### config.mk
export PLATFORM = sky130hd
export DESIGN_NAME = exu_wb_pipereg
export DESIGN_NICKNAME = d
export VERILOG_FILES = /design/src/rtl/exu_wb_pkg.sv /design/src/rtl/exu_wb_chan_fifo.sv /design/src/rtl/exu_wb_pipereg.sv
export SDC_FILE = /design/constraint.sdc
export NUM_CORES = 1
export LEC_CHECK = 0
export BUFFER_PORTS_ARGS = -buffer_cell sky130_fd_sc_hd__buf_2
export CAP_MARGIN = 5
export CELL_PAD_IN_SITES_DETAIL_PLACEMENT = 0
export CELL_PAD_IN_SITES_GLOBAL_PLACEMENT = 1
export CORE_UTILIZATION = 44
export DETAILED_ROUTE_END_ITERATION = 10
export PLACE_DENSITY = 0.77
export REMOVE_ABC_BUFFERS = 1
export SYNTH_ARGS = -nofsm -noshare
export SYNTH_HDL_FRONTEND = slang
export SYNTH_SLANG_ARGS = --single-unit
### constraint.sdc
create_clock -name clock -period 9.15 [get_ports clock]
set_input_delay 1.3725 -clock clock [delete_from_list [all_inputs] [get_ports clock]]
set_output_delay 1.3725 -clock clock [all_outputs]
set_load 0.05 [all_outputs]
### src/rtl/exu_wb_pkg.sv
// ---------------------------------------------------------------------------
// exu_wb_pkg
// Shared definitions for the execution-unit writeback pipeline register.
//   ROBID_W_DEF   : default robid width (instantiators override via ROBID_W)
//   robid_younger : wrap-aware age compare used by every flush in the backend
// ---------------------------------------------------------------------------
package exu_wb_pkg;

   localparam int ROBID_W_DEF = 6;

   // Robids of up to 32 bits are compared; callers zero-extend into the
   // 32-bit arguments and pass their real width in w.
   localparam int ROBID_W_MAX = 32;

   // True when robid a is strictly younger than robid b. The MSB is a wrap
   // bit: differing wrap bits invert the sense of the low-bit comparison.
   function automatic logic robid_younger(input logic [ROBID_W_MAX-1:0] a,
                                          input logic [ROBID_W_MAX-1:0] b,
                                          input int                     w);
      logic [ROBID_W_MAX-1:0] mask;
      logic [ROBID_W_MAX-1:0] wrap_bits;
      logic                   gt;
      mask      = (32'd1 << (w - 1)) - 32'd1;
      wrap_bits = (a ^ b) >> (w - 1);
      gt        = (a & mask) > (b & mask);
      return wrap_bits[0] ^ gt;
   endfunction

endpackage

### src/rtl/exu_wb_chan_fifo.sv
// ---------------------------------------------------------------------------
// exu_wb_chan_fifo
// One writeback channel: DEPTH-entry ring buffer with per-entry valid (ev),
// flush-kill of younger entries in place, dead-entry drain at the head and an
// optional same-cycle bypass (EXU_WBPIPE_BYPASS_EN).
// Ports:
//   clock, reset_n            : clock, asynchronous active-low reset
//   flush_valid, flush_robid  : squash everything younger than flush_robid
//   in_valid/in_ready         : push handshake; in_ready depends on state only
//   in_robid, in_payload      : pushed beat
//   out_valid/out_ready       : head handshake (dead heads never presented)
//   out_robid, out_payload    : head beat, zero when out_valid=0
//   occupancy                 : live + dead entries held
// ---------------------------------------------------------------------------
module exu_wb_chan_fifo
   import exu_wb_pkg::*;
#(
   parameter int DEPTH     = 2,
   parameter int PAYLOAD_W = 128,
   parameter int ROBID_W   = ROBID_W_DEF
) (
   input  logic                   clock,
   input  logic                   reset_n,
   input  logic                   flush_valid,
   input  logic [ROBID_W-1:0]     flush_robid,
   input  logic                   in_valid,
   output logic                   in_ready,
   input  logic [ROBID_W-1:0]     in_robid,
   input  logic [PAYLOAD_W-1:0]   in_payload,
   output logic                   out_valid,
   input  logic                   out_ready,
   output logic [ROBID_W-1:0]     out_robid,
   output logic [PAYLOAD_W-1:0]   out_payload,
   output logic [$clog2(DEPTH):0] occupancy
);

   localparam int PW = $clog2(DEPTH);
   localparam int CW = PW + 1;

   logic [ROBID_W-1:0]   robid_q   [DEPTH];
   logic [PAYLOAD_W-1:0] payload_q [DEPTH];
   logic [DEPTH-1:0]     ev_q;
   logic [PW-1:0]        rd_ptr_q;
   logic [PW-1:0]        wr_ptr_q;
   logic [CW-1:0]        count_q;

   logic [ROBID_W-1:0]   head_robid;
   logic                 not_empty;
   logic                 head_kill;
   logic                 in_kill;
   logic                 head_live;
   logic                 push;
   logic                 store;
   logic                 pop;
`ifdef EXU_WBPIPE_BYPASS_EN
   logic                 bypass;
`endif

   // NOTE: every signal written here gets a value before any branch, so no
   // path leaves one unassigned and no latch is inferred.
   always_comb begin
      head_robid = robid_q[rd_ptr_q];
      not_empty  = count_q != '0;
      in_ready   = count_q != CW'(DEPTH);
      head_kill  = flush_valid & robid_younger(32'(head_robid), 32'(flush_robid), ROBID_W);
      in_kill    = flush_valid & robid_younger(32'(in_robid), 32'(flush_robid), ROBID_W);
      // A head being squashed this cycle is hidden; it drains next cycle.
      head_live  = not_empty & ev_q[rd_ptr_q] & ~head_kill;
      push       = in_valid & in_ready;
      // Dead heads leave one per cycle regardless of out_ready.
      pop        = not_empty & (~ev_q[rd_ptr_q] | (head_live & out_ready));
`ifdef EXU_WBPIPE_BYPASS_EN
      // Empty FIFO with a waiting consumer: hand the beat straight through.
      bypass      = ~not_empty & out_ready & in_valid & ~in_kill;
      store       = push & ~bypass;
      out_valid   = head_live | bypass;
      out_robid   = bypass ? in_robid   : (head_live ? head_robid          : '0);
      out_payload = bypass ? in_payload : (head_live ? payload_q[rd_ptr_q] : '0);
`else
      store       = push;
      out_valid   = head_live;
      out_robid   = head_live ? head_robid          : '0;
      out_payload = head_live ? payload_q[rd_ptr_q] : '0;
`endif
   end

   // NOTE: state registers use non-blocking assignments so every flop samples
   // the pre-edge values regardless of statement order.
   always_ff @(posedge clock or negedge reset_n) begin
      if (!reset_n) begin
         rd_ptr_q <= '0;
         wr_ptr_q <= '0;
         count_q  <= '0;
         ev_q     <= '0;
      end else begin
         if (pop)   rd_ptr_q <= rd_ptr_q + 1'b1;
         if (store) wr_ptr_q <= wr_ptr_q + 1'b1;
         count_q <= count_q + CW'(store) - CW'(pop);
         if (flush_valid) begin
            for (int i = 0; i < DEPTH; i++) begin
               if (robid_younger(32'(robid_q[i]), 32'(flush_robid), ROBID_W)) ev_q[i] <= 1'b0;
            end
         end
         if (pop)   ev_q[rd_ptr_q] <= 1'b0;
         // A beat killed on arrival still takes its slot, written dead.
         if (store) ev_q[wr_ptr_q] <= ~in_kill;
      end
   end

   // NOTE: entry storage has no reset; ev_q and count_q decide whether a slot
   // is ever looked at, so its contents after reset never matter.
   always_ff @(posedge clock) begin
      if (store) begin
         robid_q[wr_ptr_q]   <= in_robid;
         payload_q[wr_ptr_q] <= in_payload;
      end
   end

   assign occupancy = count_q;

endmodule

### src/rtl/exu_wb_pipereg.sv
// ---------------------------------------------------------------------------
// exu_wb_pipereg
// Multi-channel writeback pipeline register between execution units and the
// writeback/ROB-complete stage. Each channel is an independent exu_wb_chan_fifo;
// this level only slices the packed buses.
// Optional feature macro: EXU_WBPIPE_BYPASS_EN (0-cycle pass-through when a
// channel is empty and its consumer is ready).
// Ports (channel c at [c*W +: W] of each packed bus):
//   clock, reset_n                        : clock, async active-low reset
//   flush_valid, flush_robid              : squash entries younger than robid
//   in_valid, in_ready, in_robid, in_payload     : per-channel push side
//   out_valid, out_ready, out_robid, out_payload : per-channel head side
//   occupancy                             : per-channel entry count
// ---------------------------------------------------------------------------
module exu_wb_pipereg
   import exu_wb_pkg::*;
#(
   parameter int NUM_CH    = 2,
   parameter int DEPTH     = 2,
   parameter int PAYLOAD_W = 128,
   parameter int ROBID_W   = ROBID_W_DEF
) (
   input  logic                                clock,
   input  logic                                reset_n,
   input  logic                                flush_valid,
   input  logic [ROBID_W-1:0]                  flush_robid,
   input  logic [NUM_CH-1:0]                   in_valid,
   output logic [NUM_CH-1:0]                   in_ready,
   input  logic [NUM_CH*ROBID_W-1:0]           in_robid,
   input  logic [NUM_CH*PAYLOAD_W-1:0]         in_payload,
   output logic [NUM_CH-1:0]                   out_valid,
   input  logic [NUM_CH-1:0]                   out_ready,
   output logic [NUM_CH*ROBID_W-1:0]           out_robid,
   output logic [NUM_CH*PAYLOAD_W-1:0]         out_payload,
   output logic [NUM_CH*($clog2(DEPTH)+1)-1:0] occupancy
);

   localparam int OW = $clog2(DEPTH) + 1;

   for (genvar c = 0; c < NUM_CH; c++) begin : g_ch
      exu_wb_chan_fifo #(
         .DEPTH     (DEPTH),
         .PAYLOAD_W (PAYLOAD_W),
         .ROBID_W   (ROBID_W)
      ) u_fifo (
         .clock       (clock),
         .reset_n     (reset_n),
         .flush_valid (flush_valid),
         .flush_robid (flush_robid),
         .in_valid    (in_valid[c]),
         .in_ready    (in_ready[c]),
         .in_robid    (in_robid[c*ROBID_W +: ROBID_W]),
         .in_payload  (in_payload[c*PAYLOAD_W +: PAYLOAD_W]),
         .out_valid   (out_valid[c]),
         .out_ready   (out_ready[c]),
         .out_robid   (out_robid[c*ROBID_W +: ROBID_W]),
         .out_payload (out_payload[c*PAYLOAD_W +: PAYLOAD_W]),
         .occupancy   (occupancy[c*OW +: OW])
      );
   end

endmodule

==> Word level (Yosys, flattened, before mapping) <==
Memory sizes are Yosys's and may differ from the RTL's.
Index checks and enable logic that the tools add are counted.
{ "totals": {"inputBits": 281, "ff_bits": 12, "mem_bits_rw": 536, "memories": 4, "elab_cells": 118, "out_inout_bits": 276} }
{ "op_classes": {"n_mux": 32, "n_bitwise": 42, "n_reduce_logical": 6, "order_cmp": 16, "n_addsub": 8, "eq_ne": 2} }
{ "mem_list": {"columns": ["name", "depth", "width", "read_ports", "rd_ports_with_merged_regs", "wr", "line", "text"], "rows": [
  ["g_ch[0].u_fifo.payload_q", 2, 128, 1, 0, 1, "exu_wb_chan_fifo.sv:41", "logic [PAYLOAD_W-1:0] payload_q [DEPTH];"],
  ["g_ch[1].u_fifo.payload_q", 2, 128, 1, 0, 1, "exu_wb_chan_fifo.sv:41", null],
  ["g_ch[0].u_fifo.robid_q", 2, 6, 3, 0, 1, "exu_wb_chan_fifo.sv:40", "logic [ROBID_W-1:0] robid_q [DEPTH];"],
  ["g_ch[1].u_fifo.robid_q", 2, 6, 3, 0, 1, "exu_wb_chan_fifo.sv:40", null]
]} }
{ "ops": {"columns": ["op", "n"], "rows": [
  ["128-bit two-way mux", 2],
  ["6-bit bitwise XOR", 8],
  ["5-bit > comparator", 8],
  ["1-bit two-way mux", 16],
  ["1-bit AND", 14],
  ["2-bit two-way mux", 6],
  ["6-bit two-way mux", 2],
  ["1-bit by 2-bit less-than comparator with 1-bit output, second input constant", 4],
  ["1-bit bitwise XOR", 8],
  ["1-bit NOT", 6],
  ["1-bit adder, second input constant", 4],
  ["2-bit by 1-bit adder with 2-bit output", 2],
  ["2-bit AND", 2],
  ["2-bit bitwise mux", 2],
  ["1-bit demux with 1-bit select", 4],
  ["1-bit >= comparator, second input constant", 4],
  ["1-bit logical AND", 4],
  ["2-bit inequality test, second input constant", 2],
  ["2-bit NOT", 2],
  ["2-bit nonzero test", 2],
  ["2-bit by 1-bit subtractor with 2-bit output", 2],
  ["1-bit OR", 2]
]} }

==> Longest topological paths before layout <==
An unclocked memory read counts as a cell.
{ "depth": {"word_depth": 12, "depth_mapped": 14, "mapped_depth_nobuf": 12} }

==> Cells and area by module <==
A second synthesis with hierarchy kept.
{ "hier_totals": {"hier_cells": 1358, "hier_area_um2": 21954.8} }
{ "modules_own_cells": {"columns": ["module", "area_each_um2", "instances", "cells_each"], "rows": [
  ["exu_wb_chan_fifo (g_ch[0].u_fifo)", 10978.0, 1, 679],
  ["exu_wb_chan_fifo (g_ch[1].u_fifo)", 10976.8, 1, 679]
]} }

==> Least setup slack after synthesis <==
OpenSTA, ideal clock, no wires.
{ "synth_timing": {"kind": "input -> register", "startpoint": "input port in_valid[0]", "endpoint": "register g_ch[0].u_fifo.ev_q[0]", "arrival_ns": 7.853, "cell_stages": 4, "setup_time_ns": 0.127, "required_time_ns": 9.023, "path_slack_ns": 1.170, "path_buffers": 0, "path_cell_list": "nand2_1 -> nor2_1 -> o21ai_0 -> o31ai_1"} }
{ "synth_via": {"elab_chain_len": 2} }
{ "synth_lines": {"columns": ["element", "line", "text"], "rows": [
  ["from (decl)", "exu_wb_pipereg.sv:27", "input logic [NUM_CH-1:0] in_valid,"],
  ["1-bit AND", "exu_wb_chan_fifo.sv:69", "push = in_valid & in_ready;"],
  ["2-bit two-way mux", "exu_wb_chan_fifo.sv:106", "if (store) ev_q[wr_ptr_q] <= ~in_kill;"],
  ["to (signal, indexed assignment)", "exu_wb_chan_fifo.sv:106", null],
  ["to (decl)", "exu_wb_chan_fifo.sv:42", "logic [DEPTH-1:0] ev_q;"]
]} }
Every way passes these cells.
A chain may end at the register's enable or synchronous reset.

==> Final worst setup path <==
{ "layout_timing": {"startpoint": "register g_ch[0].u_fifo.rd_ptr_q", "endpoint": "output port out_payload[86]"} }
{ "layout_via": {"elab_chain_len": 7, "elab_cells_between_ends": 12, "classes_between": "order compare: 1; mux: 3; bitwise: 6; memory: 2"} }
{ "layout_lines": {"columns": ["element", "line", "text"], "rows": [
  ["from (decl)", "exu_wb_chan_fifo.sv:43", "logic [PW-1:0] rd_ptr_q;"],
  ["from (signal assigned)", "exu_wb_chan_fifo.sv:96", "if (pop) rd_ptr_q <= rd_ptr_q + 1'b1;"],
  ["memory 2 x 6 bit", null, null],
  ["5-bit > comparator or 6-bit bitwise XOR (tied branches)", "exu_wb_pkg.sv:25, exu_wb_pkg.sv:24", null],
  ["1-bit bitwise XOR", "exu_wb_pkg.sv:26", "return wrap_bits[0] ^ gt;"],
  ["1-bit AND", "exu_wb_chan_fifo.sv:65", "head_kill = flush_valid & robid_younger(32'(head_robid), 32'(flush_robid), ROBID_W);"],
  ["1-bit NOT", "exu_wb_chan_fifo.sv:68", "head_live = not_empty & ev_q[rd_ptr_q] & ~head_kill;"],
  ["1-bit AND", "exu_wb_chan_fifo.sv:68", null],
  ["128-bit two-way mux *", "exu_wb_chan_fifo.sv:83", "out_payload = head_live ? payload_q[rd_ptr_q] : '0;"],
  ["to (decl)", "exu_wb_pipereg.sv:34", "output logic [NUM_CH*PAYLOAD_W-1:0] out_payload,"]
]} }
Every way passes the cells marked *; elsewhere a longest branch is shown, timed or not. The select of a mux whose other input is x is not followed.

==> flow_summary_export.csv <==
group,metric,value,unit
run,cap_violations,0,
setup_path,cp_common_cell,"buf_4",
cts,cts_buffers,55,
logic_synthesis,netlist.area_leader.share,73.0,%
setup_path,cp.required,7780,ps
final_layout,mostFrequentLayoutCell,"buf_2",
sta,tns,0,ps
floorplan,die_w,226,um
setup_path,crit_path_max_incr_delay,830,ps
placed_design,port_buffers,556,
logic_synthesis,synth_seq_area_share,74.4,%
cts,clk_latency,590,ps
cts,cts_htree_levels,2,
global_routing,overflow,0,
cts,numClockSinks,548,
logic_synthesis,synthTopCellsByArea,"edfxtp_1 (73%), mux2i_1 (12%), nor2_1 (4.4%)",
cts,cts_root_buf,"clkbuf_16",
setup_path,worstSetupPathType,"flop to output pin",
global_routing,grt_pass1_wl,76.5,mm
logic_synthesis,syn_area,22000,um^2
cts,postCtsSetupBuffers,0,
logic_synthesis,netlist.top_cell.by_area,"edfxtp_1",
status,outcome,"finished clean",
global_routing,grt_usage,20.1,%
sta,fin_crit_sh,69.6,%
final_layout,areaGrowthSynthToFinish,23.5,%
floorplan,die_area,51000,um^2
floorplan,start_util,44.8,%
cts,cts_buffer_depth,3,
power,leakage,11.4,nW
floorplan,rows,81,
global_routing,first_global_vias,12946,
floorplan,num_io_pins,557,
logic_synthesis,avgSynthCellArea,16.4,um^2
route,via_per_inst,4.98,
placed_design,dpl-instance-area,25500,um^2
setup_path,worstSetupStartpointType,"flop",
final_layout,final_cell_mix,"buf_2 (556), edfxtp_1 (536), mux2i_1 (264), nor2_1 (256), clkbuf_16 (56)",
logic_synthesis,ys_warn_count,0,
route,routedWlPerCell,20.2,um
cts,clkTransAtPathRegs,60,ps
route,dr.pass1.iters,5,
floorplan,chipHeight,226,um
cts,postCtsHoldBufs,0,
sta,rsz0062_at_grt,"no",
logic_synthesis,syn_inst,1345,
global_routing,grt_max_degree,131,
final_layout,drive_gt1_share,34.9,%
setup_path,cp.arrival,5000,ps
cts,cts_tree,"built",
route,num_vias,13084,
sta,fmaxAchievable,157,MHz
logic_synthesis,yosysUniqueCellTypes,41,
floorplan,coreArea,49200,um^2
placed_design,place_congestion,0.784,
sta,fin_crit,6370,ps
setup_path,critPathSlowestCell,"dfrtp_4",
setup_path,crit_fanout,94,
final_layout,num-nets-final,2229,
placed_design,dp_hpwl,37.2,mm
power,ir_drop,0.000243,V
sta,skew,8.59,ps
sta,hold_violations,0,
sta,slew_headroom,27.6,%
route,drc,0,
setup_path,end_kind,"output pin",
logic_synthesis,synth_seq_cells,548,
route,routed_wl,53.1,mm
route,initialDrtViolationCount,866,
global_routing,grt_antenna_before_repair,22,
cts,cts_resized,0,
hold_path,min_path_type,"flop to flop",
sta,setup_viol,0,
setup_path,path_cells,"buf_4 > mux2i_1 > ha_1 > nor2b_1 > o21ai_0 > a32oi_1 > xnor2_1 > a211o_4 > buf_4 > nor2_1 > buf_2",
final_layout,design_area,27200,um^2
route,ant_nets,0,
power,p_per_area,348,nW/um^2
sta,worst_pin_slew,1090,ps
final_layout,final_util,55.4,%
sta,slew_viol_final,0,
cells by family (layout without fill, tap and decap cells):
family,count (synthesis),after routing,synth area share [%]
XOR/XNOR,21,21,0.835
AND/OR/NAND/NOR,316,316,6.42
other,0,12,0
adder cells (fa/ha/maj),43,43,2.44
buffers and inverters,88,694,1.83
multiplexers,274,274,12.5
AO/OA/AOI/OAI,55,55,1.57
flip-flops,548,548,74.4
where the power goes:
part           switching [mW]  internal, mW
Combinational            2.71         0.982
Sequential              0.230          3.43
Clock                   0.904          1.21
Total                    3.84          5.62
synthesized netlist by cell type:
| library cell | number |
|---|---|
| o22ai_1 | 2 |
| a211o_1 | 3 |
| nor2b_1 | 10 |
| a22o_1 | 1 |
| a31oi_1 | 2 |
| a41o_1 | 1 |
| nand2b_1 | 8 |
| buf_1 | 5 |
| buf_6 | 5 |
| nor2_4 | 18 |
| and3_1 | 5 |
| nor2_2 | 1 |
| mux2_2 | 9 |
| o31ai_1 | 8 |
| nand2_1 | 8 |
| nand3_1 | 1 |
| o211ai_1 | 1 |
| or3_1 | 1 |
| a311oi_1 | 1 |
| edfxtp_1 | 536 |
| a21o_1 | 2 |
| mux2i_2 | 1 |
| and4_1 | 4 |
| a211oi_1 | 2 |
| nor2_1 | 258 |
| ha_1 | 43 |
| a32oi_1 | 1 |
| a21oi_1 | 16 |
| buf_4 | 4 |
| nor4b_1 | 1 |
| nand4b_1 | 1 |
| mux2i_1 | 264 |
| o21ai_0 | 14 |
| buf_2 | 7 |
| xnor2_1 | 16 |
| xor2_1 | 5 |
| inv_1 | 22 |
| clkbuf_1 | 44 |
| a32o_1 | 1 |
| buf_8 | 1 |
| dfrtp_1 | 12 |
final timing paths:
kind	start	endpoint	slack (ps)	cells past startpoint
worst max register to register	g_ch[1].u_fifo.rd_ptr_q$_DFFE_PN0P_	g_ch[1].u_fifo.occupancy[1]$_DFF_PN0_	5350	12
worst max-delay path	g_ch[0].u_fifo.rd_ptr_q$_DFFE_PN0P_	out_payload[86]	2780	11
max in group asynchronous	reset_n	g_ch[0].u_fifo.rd_ptr_q$_DFFE_PN0P_	8200	1
worst min-delay path	g_ch[1].u_fifo.ev_q[1]$_DFF_PN0_	g_ch[1].u_fifo.ev_q[1]$_DFF_PN0_	550	1
worst min register to register	g_ch[1].u_fifo.ev_q[1]$_DFF_PN0_	g_ch[1].u_fifo.ev_q[1]$_DFF_PN0_	550	1
min in group asynchronous	reset_n	g_ch[1].u_fifo.occupancy[0]$_DFF_PN0_	680	1
metal layers:
layer,vias up,routed length (um),global-route usage [%]
met4,18,1050,5.99
met2,502,25200,32.7
met5,-,119,0
li1,6136,-,-
met3,87,5450,7.60
met1,6341,21300,24.9
worst max-delay path: cells and delay by family, from the launching register on:
kind	cells	cell delay, ps
buffers and inverters	3	1700
AND/OR/NAND/NOR	2	180
adder cells (fa/ha/maj)	1	180
AO/OA/AOI/OAI	3	730
multiplexers	1	320
flip-flops	1	830
XOR/XNOR	1	360
state kept, by name, indices dropped and copies added (netlist names):
| signal | count |
|---|---|
| g_ch.u_fifo.robid_q | 24 |
| g_ch.u_fifo.wr_ptr_q | 2 |
| g_ch.u_fifo.payload_q | 512 |
| g_ch.u_fifo.ev_q | 4 |
| g_ch.u_fifo.rd_ptr_q | 2 |
| g_ch.u_fifo.occupancy | 4 |
metrics by stage:
step	hold slack (ps)	worst slack [ps]	power, mW	std cells
6_report	551	2780	9.47	2627
5_1_grt	570	2420	9.89	2617
4_1_cts	549	2770	9.56	2615
3_5_place_dp	542	3290	7.44	2512
3_3_place_gp	526	3460	7.39	2512
2_1_floorplan	461	-2340	6.77	1279
layout make-up:
cell class,count,area [um^2]
Fill cell,3955,21900
Sequential cell,548,16400
Multi-Input combinational cell,709,5270
Timing Repair Buffer,569,2890
Clock buffer,73,1470
Tap cell,664,831
Clock inverter,30,238
Inverter,22,85.1
Antenna cell,12,30.0
No activity file was read; power rests on OpenSTA's default activity.
